<file path="src/rtl/adder_pkg.sv">
// Shared defaults and elaboration helpers for the pipelined adder.
//   WIDTH_DEF   : default operand width
//   CHUNK_DEF   : default bits resolved per pipeline stage
//   stage_count : number of pipeline stages (ceil(width/chunk))
package adder_pkg;

    localparam int unsigned WIDTH_DEF = 9;
    localparam int unsigned CHUNK_DEF = 3;

    // Ceiling division; a partial final chunk still needs its own stage.
    function automatic int unsigned stage_count(input int unsigned width,
                                                input int unsigned chunk);
        return (width + chunk - 1) / chunk;
    endfunction

endpackage

</file>
<file path="src/rtl/adder_chunk.sv">
// N-bit ripple-carry adder built from full_adder cells; one per pipeline stage.
//   a, b  : chunk operands (b already inverted for subtraction)
//   cin   : carry into bit 0
//   s     : chunk sum
//   cout  : carry out of bit N-1
//   cmsb  : carry into bit N-1 (used for signed overflow when this is the top chunk)
module adder_chunk #(
    parameter int unsigned N = 3
) (
    input  logic [N-1:0] a,
    input  logic [N-1:0] b,
    input  logic         cin,
    output logic [N-1:0] s,
    output logic         cout,
    output logic         cmsb
);

    logic [N:0] c;

    assign c[0] = cin;

    for (genvar i = 0; i < N; i++) begin : g_bit
        full_adder u_fa (
            .a  (a[i]),
            .b  (b[i]),
            .ci (c[i]),
            .s  (s[i]),
            .co (c[i+1])
        );
    end

    assign cout = c[N];
    assign cmsb = c[N-1];

endmodule

</file>
<file path="src/rtl/full_adder.sv">
// Single-bit full adder, the leaf cell of every carry chain.
//   a, b, ci : addend bits and carry-in
//   s, co    : sum bit and carry-out
module full_adder (
    input  logic a,
    input  logic b,
    input  logic ci,
    output logic s,
    output logic co
);

    assign s  = a ^ b ^ ci;
    assign co = (a & b) | (ci & (a ^ b));

endmodule

</file>
<file path="src/rtl/adder_pipe.sv">
// Pipelined add/subtract unit resolving CHUNK bits per stage with a
// valid/ready handshake and a single global advance enable.
//   clk, rst_n          : clock, synchronous active-low reset
//   in_valid/in_ready   : operand handshake (in_ready = advance enable)
//   a, b, sub           : operands; sub=1 selects a-b
//   out_valid/out_ready : result handshake
//   sum                 : {carry-out, WIDTH-bit result}
//   ovf                 : signed overflow of the WIDTH-bit result
//   busy                : some stage holds a valid entry
module adder_pipe
    import adder_pkg::*;
#(
    parameter int unsigned WIDTH = WIDTH_DEF,
    parameter int unsigned CHUNK = CHUNK_DEF
) (
    input  logic             clk,
    input  logic             rst_n,
    input  logic             in_valid,
    output logic             in_ready,
    input  logic [WIDTH-1:0] a,
    input  logic [WIDTH-1:0] b,
    input  logic             sub,
    output logic             out_valid,
    input  logic             out_ready,
    output logic [WIDTH:0]   sum,
    output logic             ovf,
    output logic             busy
);

    localparam int unsigned STAGES = stage_count(WIDTH, CHUNK);
    localparam int unsigned LAST_W = WIDTH - (STAGES - 1) * CHUNK;
    // Intermediate registers; the final stage lands directly in sum/ovf/out_valid.
    localparam int unsigned NREG   = (STAGES > 1) ? STAGES - 1 : 1;

    typedef struct packed {
        logic             valid;
        logic [WIDTH-1:0] lo;     // bits resolved so far
        logic [WIDTH-1:0] a;      // operand A (upper bits still pending)
        logic [WIDTH-1:0] b;      // operand B, pre-inverted for subtraction
        logic             carry;  // carry into the next chunk
        logic             cmsb;   // carry into the MSB
    } stage_t;

    logic       adv;
    stage_t     s_in  [STAGES];
    stage_t     s_res [STAGES];
    stage_t     st_q  [NREG];
    stage_t     st_d  [NREG];
    logic [WIDTH:0] sum_q, sum_d;
    logic       ovf_q, ovf_d;
    logic       out_valid_q, out_valid_d;
    logic       busy_q, busy_d;

    // Whole pipe moves together; it stalls only when a result is stuck at the output.
    assign adv      = ~out_valid_q | out_ready;
    assign in_ready = adv;

    // Per-stage chunk resolution.
    for (genvar k = 0; k < STAGES; k++) begin : g_stage
        localparam int unsigned LO = k * CHUNK;
        localparam int unsigned CW = (k == STAGES - 1) ? LAST_W : CHUNK;

        logic [CW-1:0] cs;
        logic          cout;
        logic          cmsb;
        stage_t        r;

        if (k == 0) begin : g_head
            assign s_in[k] = '{valid: in_valid & adv,
                               lo:    '0,
                               a:     a,
                               b:     b ^ {WIDTH{sub}},
                               carry: sub,
                               cmsb:  1'b0};
        end else begin : g_body
            assign s_in[k] = st_q[k-1];
        end

        adder_chunk #(.N(CW)) u_chunk (
            .a    (s_in[k].a[LO +: CW]),
            .b    (s_in[k].b[LO +: CW]),
            .cin  (s_in[k].carry),
            .s    (cs),
            .cout (cout),
            .cmsb (cmsb)
        );

        // Only the top chunk's cmsb survives to the output stage.
        always_comb begin
            r               = s_in[k];
            r.lo[LO +: CW]  = cs;
            r.carry         = cout;
            r.cmsb          = cmsb;
        end

        assign s_res[k] = r;
    end

    // Next-state: shift everything on adv, otherwise hold.
    always_comb begin
        st_d        = st_q;
        sum_d       = sum_q;
        ovf_d       = ovf_q;
        out_valid_d = out_valid_q;
        busy_d      = 1'b0;

        if (adv) begin
            for (int unsigned k = 0; k + 1 < STAGES; k++) begin
                st_d[k] = s_res[k];
            end
            out_valid_d = s_res[STAGES-1].valid;
            if (s_res[STAGES-1].valid) begin
                sum_d = {s_res[STAGES-1].carry, s_res[STAGES-1].lo};
                ovf_d = s_res[STAGES-1].carry ^ s_res[STAGES-1].cmsb;
            end
        end

        busy_d = out_valid_d;
        for (int unsigned k = 0; k + 1 < STAGES; k++) begin
            busy_d = busy_d | st_d[k].valid;
        end
    end

    // Datapath fields of intermediate stages are don't-care while invalid.
    always_ff @(posedge clk) begin
        if (!rst_n) begin
            for (int unsigned k = 0; k < NREG; k++) begin
                st_q[k].valid <= 1'b0;
            end
            sum_q       <= '0;
            ovf_q       <= 1'b0;
            out_valid_q <= 1'b0;
            busy_q      <= 1'b0;
        end else begin
            st_q        <= st_d;
            sum_q       <= sum_d;
            ovf_q       <= ovf_d;
            out_valid_q <= out_valid_d;
            busy_q      <= busy_d;
        end
    end

    assign sum       = sum_q;
    assign ovf       = ovf_q;
    assign out_valid = out_valid_q;
    assign busy      = busy_q;

endmodule

</file>
<file path="config.mk">
export PLATFORM = sky130hd
export DESIGN_NAME = adder_pipe
export DESIGN_NICKNAME = d
export VERILOG_FILES = /design/src/rtl/adder_pkg.sv /design/src/rtl/adder_chunk.sv /design/src/rtl/full_adder.sv /design/src/rtl/adder_pipe.sv
export SDC_FILE = /design/constraint.sdc
export NUM_CORES = 1
export LEC_CHECK = 0
export BUFFER_PORTS_ARGS = -buffer_cell sky130_fd_sc_hd__clkbuf_2
export CAP_MARGIN = 20
export CELL_PAD_IN_SITES_DETAIL_PLACEMENT = 1
export CELL_PAD_IN_SITES_GLOBAL_PLACEMENT = 2
export CORE_UTILIZATION = 35
export CTS_CLUSTER_DIAMETER = 100
export DETAILED_ROUTE_END_ITERATION = 12
export MAX_ROUTING_LAYER = met4
export PLACE_DENSITY_LB_ADDON = 0.12
export SYNTH_ARGS = -nofsm -noshare
export SYNTH_HDL_FRONTEND = slang
export SYNTH_SLANG_ARGS = --single-unit
</file>
<file path="constraint.sdc">
create_clock -name clk -period 3 [get_ports clk]
set_input_delay 0.3 -clock clk [delete_from_list [all_inputs] [get_ports clk]]
set_output_delay 0.3 -clock clk [all_outputs]
set_load 0.01 [all_outputs]
</file>
==> results of run 1 <==
[cell type report]
cell class	instances	area [sq um]	area share [%]
flip-flops and latches	44	1170	55.0
multi-input cells	61	490	23.0
repair buffers	37	188	8.81
inverters	23	88.8	4.17
well taps	67	83.8	3.94
clock buffers	6	72.6	3.41
clock inverters	2	35.0	1.65
[through the flow]
stage / util, % / setup slack [ps]
2_1_floorplan: - / 749
3_3_place_gp: 41.7 / 955
3_5_place_dp: 41.7 / 818
4_1_cts: 43.9 / 802
5_1_grt: 43.9 / 670
6_report: 43.9 / 847
[Yosys cell counts]
| cell type | instances |
|---|---|
| o21ai_0 | 8 |
| buf_4 | 1 |
| buf_2 | 2 |
| fa_1 | 8 |
| a211oi_2 | 1 |
| dfxtp_1 | 15 |
| nor2b_4 | 1 |
| buf_6 | 3 |
| a211oi_1 | 2 |
| xnor2_1 | 2 |
| xor2_1 | 8 |
| mux2i_1 | 1 |
| nand3_1 | 8 |
| nand2_1 | 4 |
| a21oi_1 | 14 |
| inv_4 | 1 |
| inv_1 | 22 |
| nor2_1 | 3 |
| a31oi_2 | 1 |
| edfxtp_1 | 29 |
[state kept, by name (all words and copies together), names as in the netlist]
signal,flops
g_stage.r,29
sum,10
s_in,2
busy,1
out_valid,1
ovf,1
[worst paths after layout]
path                                                 start                    endpoint  slack (ps)  depth (start not counted)
worst max-delay path            g_stage[2].r[17]$_DFFE_PP_            ovf$_SDFFE_PN0P_         850                          9
worst min-delay path                                  a[5]  g_stage[1].r[16]$_DFFE_PP_         180                          1
worst max register to register  g_stage[2].r[17]$_DFFE_PP_            ovf$_SDFFE_PN0P_         850                          9
worst min register to register  g_stage[1].r[17]$_DFFE_PP_  g_stage[2].r[17]$_DFFE_PP_         420                          0
[metal layers]
metal | vias up | GRT usage (%) | wire, microns
met5 | - | - | 0
met4 | 0 | 5.13 | 48
met3 | 6 | 4.12 | 174
met2 | 35 | 21.9 | 1530
met1 | 503 | 14.4 | 1270
li1 | 519 | - | -
[power groups by stage]
| stage | sequential [uW] | combinational (uW) | clock [uW] |
|---|---|---|---|
| 5_1_grt | 725 | 142 | 478 |
| 3_3_place_gp | 731 | 119 | 0 |
| 6_report | 720 | 123 | 437 |
| 2_1_floorplan | 732 | 77.8 | 0 |
| 4_1_cts | 721 | 129 | 457 |
| 3_5_place_dp | 735 | 128 | 0 |
[critical path, delay by kind of cell, from the launching register on]
kind | cells | cell delay [ps]
xor gates and xnor gates | 1 | 170
and+or+nand+nor | 1 | 90
AOI/OAI and AO/OA | 1 | 160
DFF | 1 | 330
buffers and inverters | 3 | 240
adders and majority gates | 3 | 1100
[kinds of logic after synthesis]
| logic type | count (synthesis) |
|---|---|
| flip-flops | 44 |
| adder cells (fa/ha/maj) | 8 |
| multiplexers | 1 |
| AND/OR/NAND/NOR | 16 |
| buffers and inverters | 29 |
| XOR/XNOR | 10 |
| AO/OA/AOI/OAI | 26 |
==> impl_metrics.ini, run 1 <==
[outcome]
status = finished clean

[synth]
synth_area_leader_cell = edfxtp_1
synth_compound_area_share_pct = 8.34
netlist.area_leader.share_pct = 48.4
synth_top_family_by_area = adder cells
yosys_warnings = 0
ys_ff_latch = 44
synth_area_sq_um = 1800
syn_area_per_cell_sq_um = 13.4
synthMuxAreaShare_pct = 0.556
synthAdderAreaFrac_pct = 8.90
synth_cells = 134
mappedNetlistNets = 165
synth_cell_type_count = 20
synth-simple-area-share_pct = 4.45
synth-xor-area-share_pct = 4.87
yosysSeqAreaShare_pct = 65.1
synth.area.top_cells = edfxtp_1 48%, dfxtp_1 17%, fa_1 8.9%

[clock_tree]
cts_made_buffers = 5
cts_sinks = 44
post_cts_resize_count = 0
cts-htree-levels = 2
clock_latency_ps = 290
hold_buffers = 0
cts_buffer_depth = 2
cts_root_buf = clkbuf_8
cts_tree = yes
cts_setup_buffers = 0
clk_pin_slew_worst_paths_ps = 80

[final_layout]
fillers = 530
final_cell_mix = 36 x clkbuf_2, 29 x edfxtp_1, 22 x inv_1, 15 x dfxtp_1, 14 x a21oi_1
fin_cells = 240
final_area_sq_um = 2130
synthToLayoutAreaGrowth_pct = 18.4
antenna_cells = 0
final_common_cell = clkbuf_2
final_nets = 203
drive_above_1_share_pct = 28.3

[route]
first_iter_violations = 29
routed_wl_mm = 3.03
drtAntennaViolNets = 0
wire_per_inst_microns = 12.6
avgViaCountPerCell = 4.43
vias = 1063
drcViolationCount = 0
dr.pass1.iters = 3

[min_path]
hold_path_class = primary input to flip-flop

[power_and_ir_drop]
p_int_uw = 1000
switchingPower_uw = 277
vdd_drop_max_v = 0.000234
leakage_uw = 0.000886
p_seq_share_pct = 56.2
p_clk_share_pct = 34.1
powerDensity_nw_per_um2 = 601
pwr-share-comb_pct = 9.6
power_uw = 1280
swShare_pct = 21.7

[sta]
hold_slack_ps = 181
drv_slew = 0
fin_setup_tns_ps = 0
slew_headroom_pct = 63.9
rsz0062_at_grt = no
hold_violations = 0
worstMarginPinSlew_ps = 541
post-route-min-period_ps = 2150
max_freq_mhz = 465
setup_viol = 0
fin_crit_sh_pct = 71.8
skew_ps = 2.69

[die]
die_w_microns = 73.7
design.die.area_sq_um = 5430
io_pins = 37
die_h_microns = 73.7
start_util_pct = 37.1
rows = 25
core_area_sq_um = 4850

[place]
gp_congestion = 0.683
hpwl_mm = 2.24
dp.cells = 232
portBuffers = 36
placed_area_sq_um = 2020

[worst_setup_path]
crit_fanout = 2
crit_path_top_delay_cell = fa_1
cp-start-kind = flip-flop
path_cells = inv_1 -> fa_1 -> inv_1 -> fa_1 -> inv_1 -> fa_1 -> xnor2_1 -> nand3_1 -> a21oi_1
slowest_delay_ps = 460
required_ps = 3220
endpoint_kind = flip-flop
arrival_ps = 2370
worstSetupPathType = flip-flop to flip-flop

[global_route]
grt_use_total_pct = 13.0
antenna_found_initial = 0
grt_overflow = 0
grt_first_pass_wirelength_mm = 5.00
grt_max_degree = 30
grt_pass1_vias = 1106

[job]
cap_violations = 0
No activity file was read; power rests on OpenSTA's default activity.
==> run 2, diff against run 1 <==
ABC_AREA = 1   (was unset)
clock period = 2.1 ns   (was 3 ns; I/O delays follow)
==> impl_metrics.ini, run 2 <==
[outcome]
status = finished clean

[global_route]
grt_use_total_pct = 11.8
use_met2_pct = 19.4
grt_max_degree = 30
busiest_layer = met2
grt_first_pass_wirelength_mm = 4.68
grt_pass1_vias = 1099
grt_use_met3_pct = 3.21
antenna_found_initial = 0
met1_usage_pct = 12.9
grt_overflow = 0

[sta]
rsz0062_at_grt = no
fin_setup_tns_ps = 0
slew_headroom_pct = 47.9
drv_slew = 0
setup_viol = 0
hold_violations = 0
skew_ps = 2.47
post-route-min-period_ps = 1960
worstMarginPinSlew_ps = 780
max_freq_mhz = 509
hold_slack_ps = 93.1
fin_crit_sh_pct = 93.6

[die]
io_pins = 37
core_area_sq_um = 5110
rows = 26
start_util_pct = 36.3
die_h_microns = 74.7
design.die.area_sq_um = 5590
die_w_microns = 74.7

[place]
hpwl_mm = 2.05
placed_area_sq_um = 2090
portBuffers = 36
gp_congestion = 0.631

[synth]
mappedNetlistNets = 186
synth_cell_type_count = 19
synth_cells = 155
yosys_warnings = 0
yosysMostFrequentCell = edfxtp_1
yosysSeqAreaShare_pct = 63.2
yosys-top-cells-count = 29 x edfxtp_1, 28 x inv_1, 19 x nand2_1
synth.area.top_cells = edfxtp_1 47%, dfxtp_1 16%, fa_1 8.6%
synth_ff_type = edfxtp_1
ys_ff_latch = 44
async_reset_ff_share_pct = 0
synth_edf_count = 29
netlist.area_leader.share_pct = 47.0
synth_area_leader_cell = edfxtp_1
syn_area_per_cell_sq_um = 11.9
synth_area_sq_um = 1850

[power_and_ir_drop]
vdd_drop_max_v = 0.000309
leakage_uw = 0.000987
power_uw = 1860
powerDensity_nw_per_um2 = 849

[final_layout]
final_common_cell = clkbuf_2
final_area_sq_um = 2190
largest_reg_flops = 29
drive_above_1_share_pct = 25.3
antenna_cells = 0
final_cell_mix = 36 x clkbuf_2, 29 x edfxtp_1, 26 x inv_1, 19 x nand2_1, 15 x dfxtp_1
final_nets = 224
synthToLayoutAreaGrowth_pct = 18.5

[worst_setup_path]
cp-start-kind = flip-flop
r2r-start = g_stage[2].r[17]$_DFFE_PP_
crit_fanout = 2
worstSetupPathType = flip-flop to flip-flop
endpoint_kind = flip-flop
regToRegSetupSlack_ps = 140
required_ps = 2290
arrival_ps = 2150
ff2ff_path_depth = 9
r2r-end = sum[8]$_SDFFE_PN0P_

[clock_tree]
clk_pin_slew_worst_paths_ps = 80
cts_tree = yes
cts_root_buf = clkbuf_8
cts_made_buffers = 5
cts_buffer_depth = 2
cts-htree-levels = 2
cts_sinks = 44
clock_latency_ps = 290

[route]
first_iter_violations = 64
routed_wl_mm = 2.82
wire_per_inst_microns = 10.7
dr.pass1.iters = 4
avgViaCountPerCell = 4.20
drcViolationCount = 0
drtAntennaViolNets = 0
vias = 1110

[min_path]
hp-start = a[4]
hold_path_class = primary input to flip-flop
min_to = g_stage[1].r[15]$_DFFE_PP_
whs_path_depth = 1

[job]
cap_violations = 0
## run 2: cell types whose count changed in the layout (fill, tap and decap cells not counted), moves of 3 or more
cell,previous run,this run
nand2_1,4,19
nor2_1,2,13
nand3b_1,0,7
a21oi_1,14,11
nand3_1,8,3
inv_1,22,26
o21ai_0,8,0
## run 2: power by group
group          leakage [uW]  switching [uW]  internal [uW]
clock             0.0000532             270            346
combinational      0.000527             114           90.7
sequential         0.000406            30.3           1010
## run 2: cell families (layout without fill, tap and decap cells)
logic type	count (synthesis)	count (layout)	share of synthesized area (%)
xor gates and xnor gates	9	9	4.26
buffers and inverters	34	73	8.11
and+or+nand+nor	45	45	11.4
DFF	44	44	63.2
AOI/OAI and AO/OA	14	14	3.78
adders and majority gates	8	8	8.65
muxes	1	1	0.541
## run 2: repair_timing
action / in CTS / in global routing
endpoints found under the setup margin: 0 / 2
resized for setup: 0 / 3
hold endpoints to repair: 0 / 0
setup buffers: 0 / 0
hold buffers: 0 / 0
## run 2: through the flow
step / worst slack, ps / utilization [%] / std cells
2_1_floorplan: 243 / - / 155
3_3_place_gp: 165 / 40.8 / 256
3_5_place_dp: 87.9 / 40.8 / 256
4_1_cts: 84.2 / 42.9 / 264
5_1_grt: 2.51 / 43.0 / 264
6_report: 135 / 43.0 / 264
## run 2: worst max-delay path, stage by stage (launching register included)
cell and delay, ps:
edfxtp_1 330, inv_1 50, fa_1 420, inv_2 60, fa_2 200, inv_2 50
fa_1 540, nand3_1 70, nand2_1 100, nor2_1 40
## run 2: worst max-delay path by stage
stage / startpoint / end / cells after the start
floorplan: g_stage[2].r[17]$_DFFE_PP_ / sum[8]$_SDFFE_PN0P_ / 9
detailed placement: g_stage[2].r[17]$_DFFE_PP_ / sum[8]$_SDFFE_PN0P_ / 9
finish: g_stage[2].r[17]$_DFFE_PP_ / sum[8]$_SDFFE_PN0P_ / 9
CTS: g_stage[2].r[17]$_DFFE_PP_ / sum[8]$_SDFFE_PN0P_ / 9
global placement: g_stage[2].r[17]$_DFFE_PP_ / sum[8]$_SDFFE_PN0P_ / 9
global route: g_stage[2].r[17]$_DFFE_PP_ / ovf$_SDFFE_PN0P_ / 11
## run 2: routing by layer
metal	vias to the layer above	wire (microns)
met2	34	1370
met1	504	1240
met4	0	59
met5	-	0
met3	7	148
li1	565	-
## run 2: cell type report
class	count	area [sq um]
clock inverter	3	37.5
multi-input combinational	77	537
clock buffer	5	68.8
fill	571	2910
sequential	44	1170
timing repair buffer	37	188
tap	70	87.6
inverter	28	105
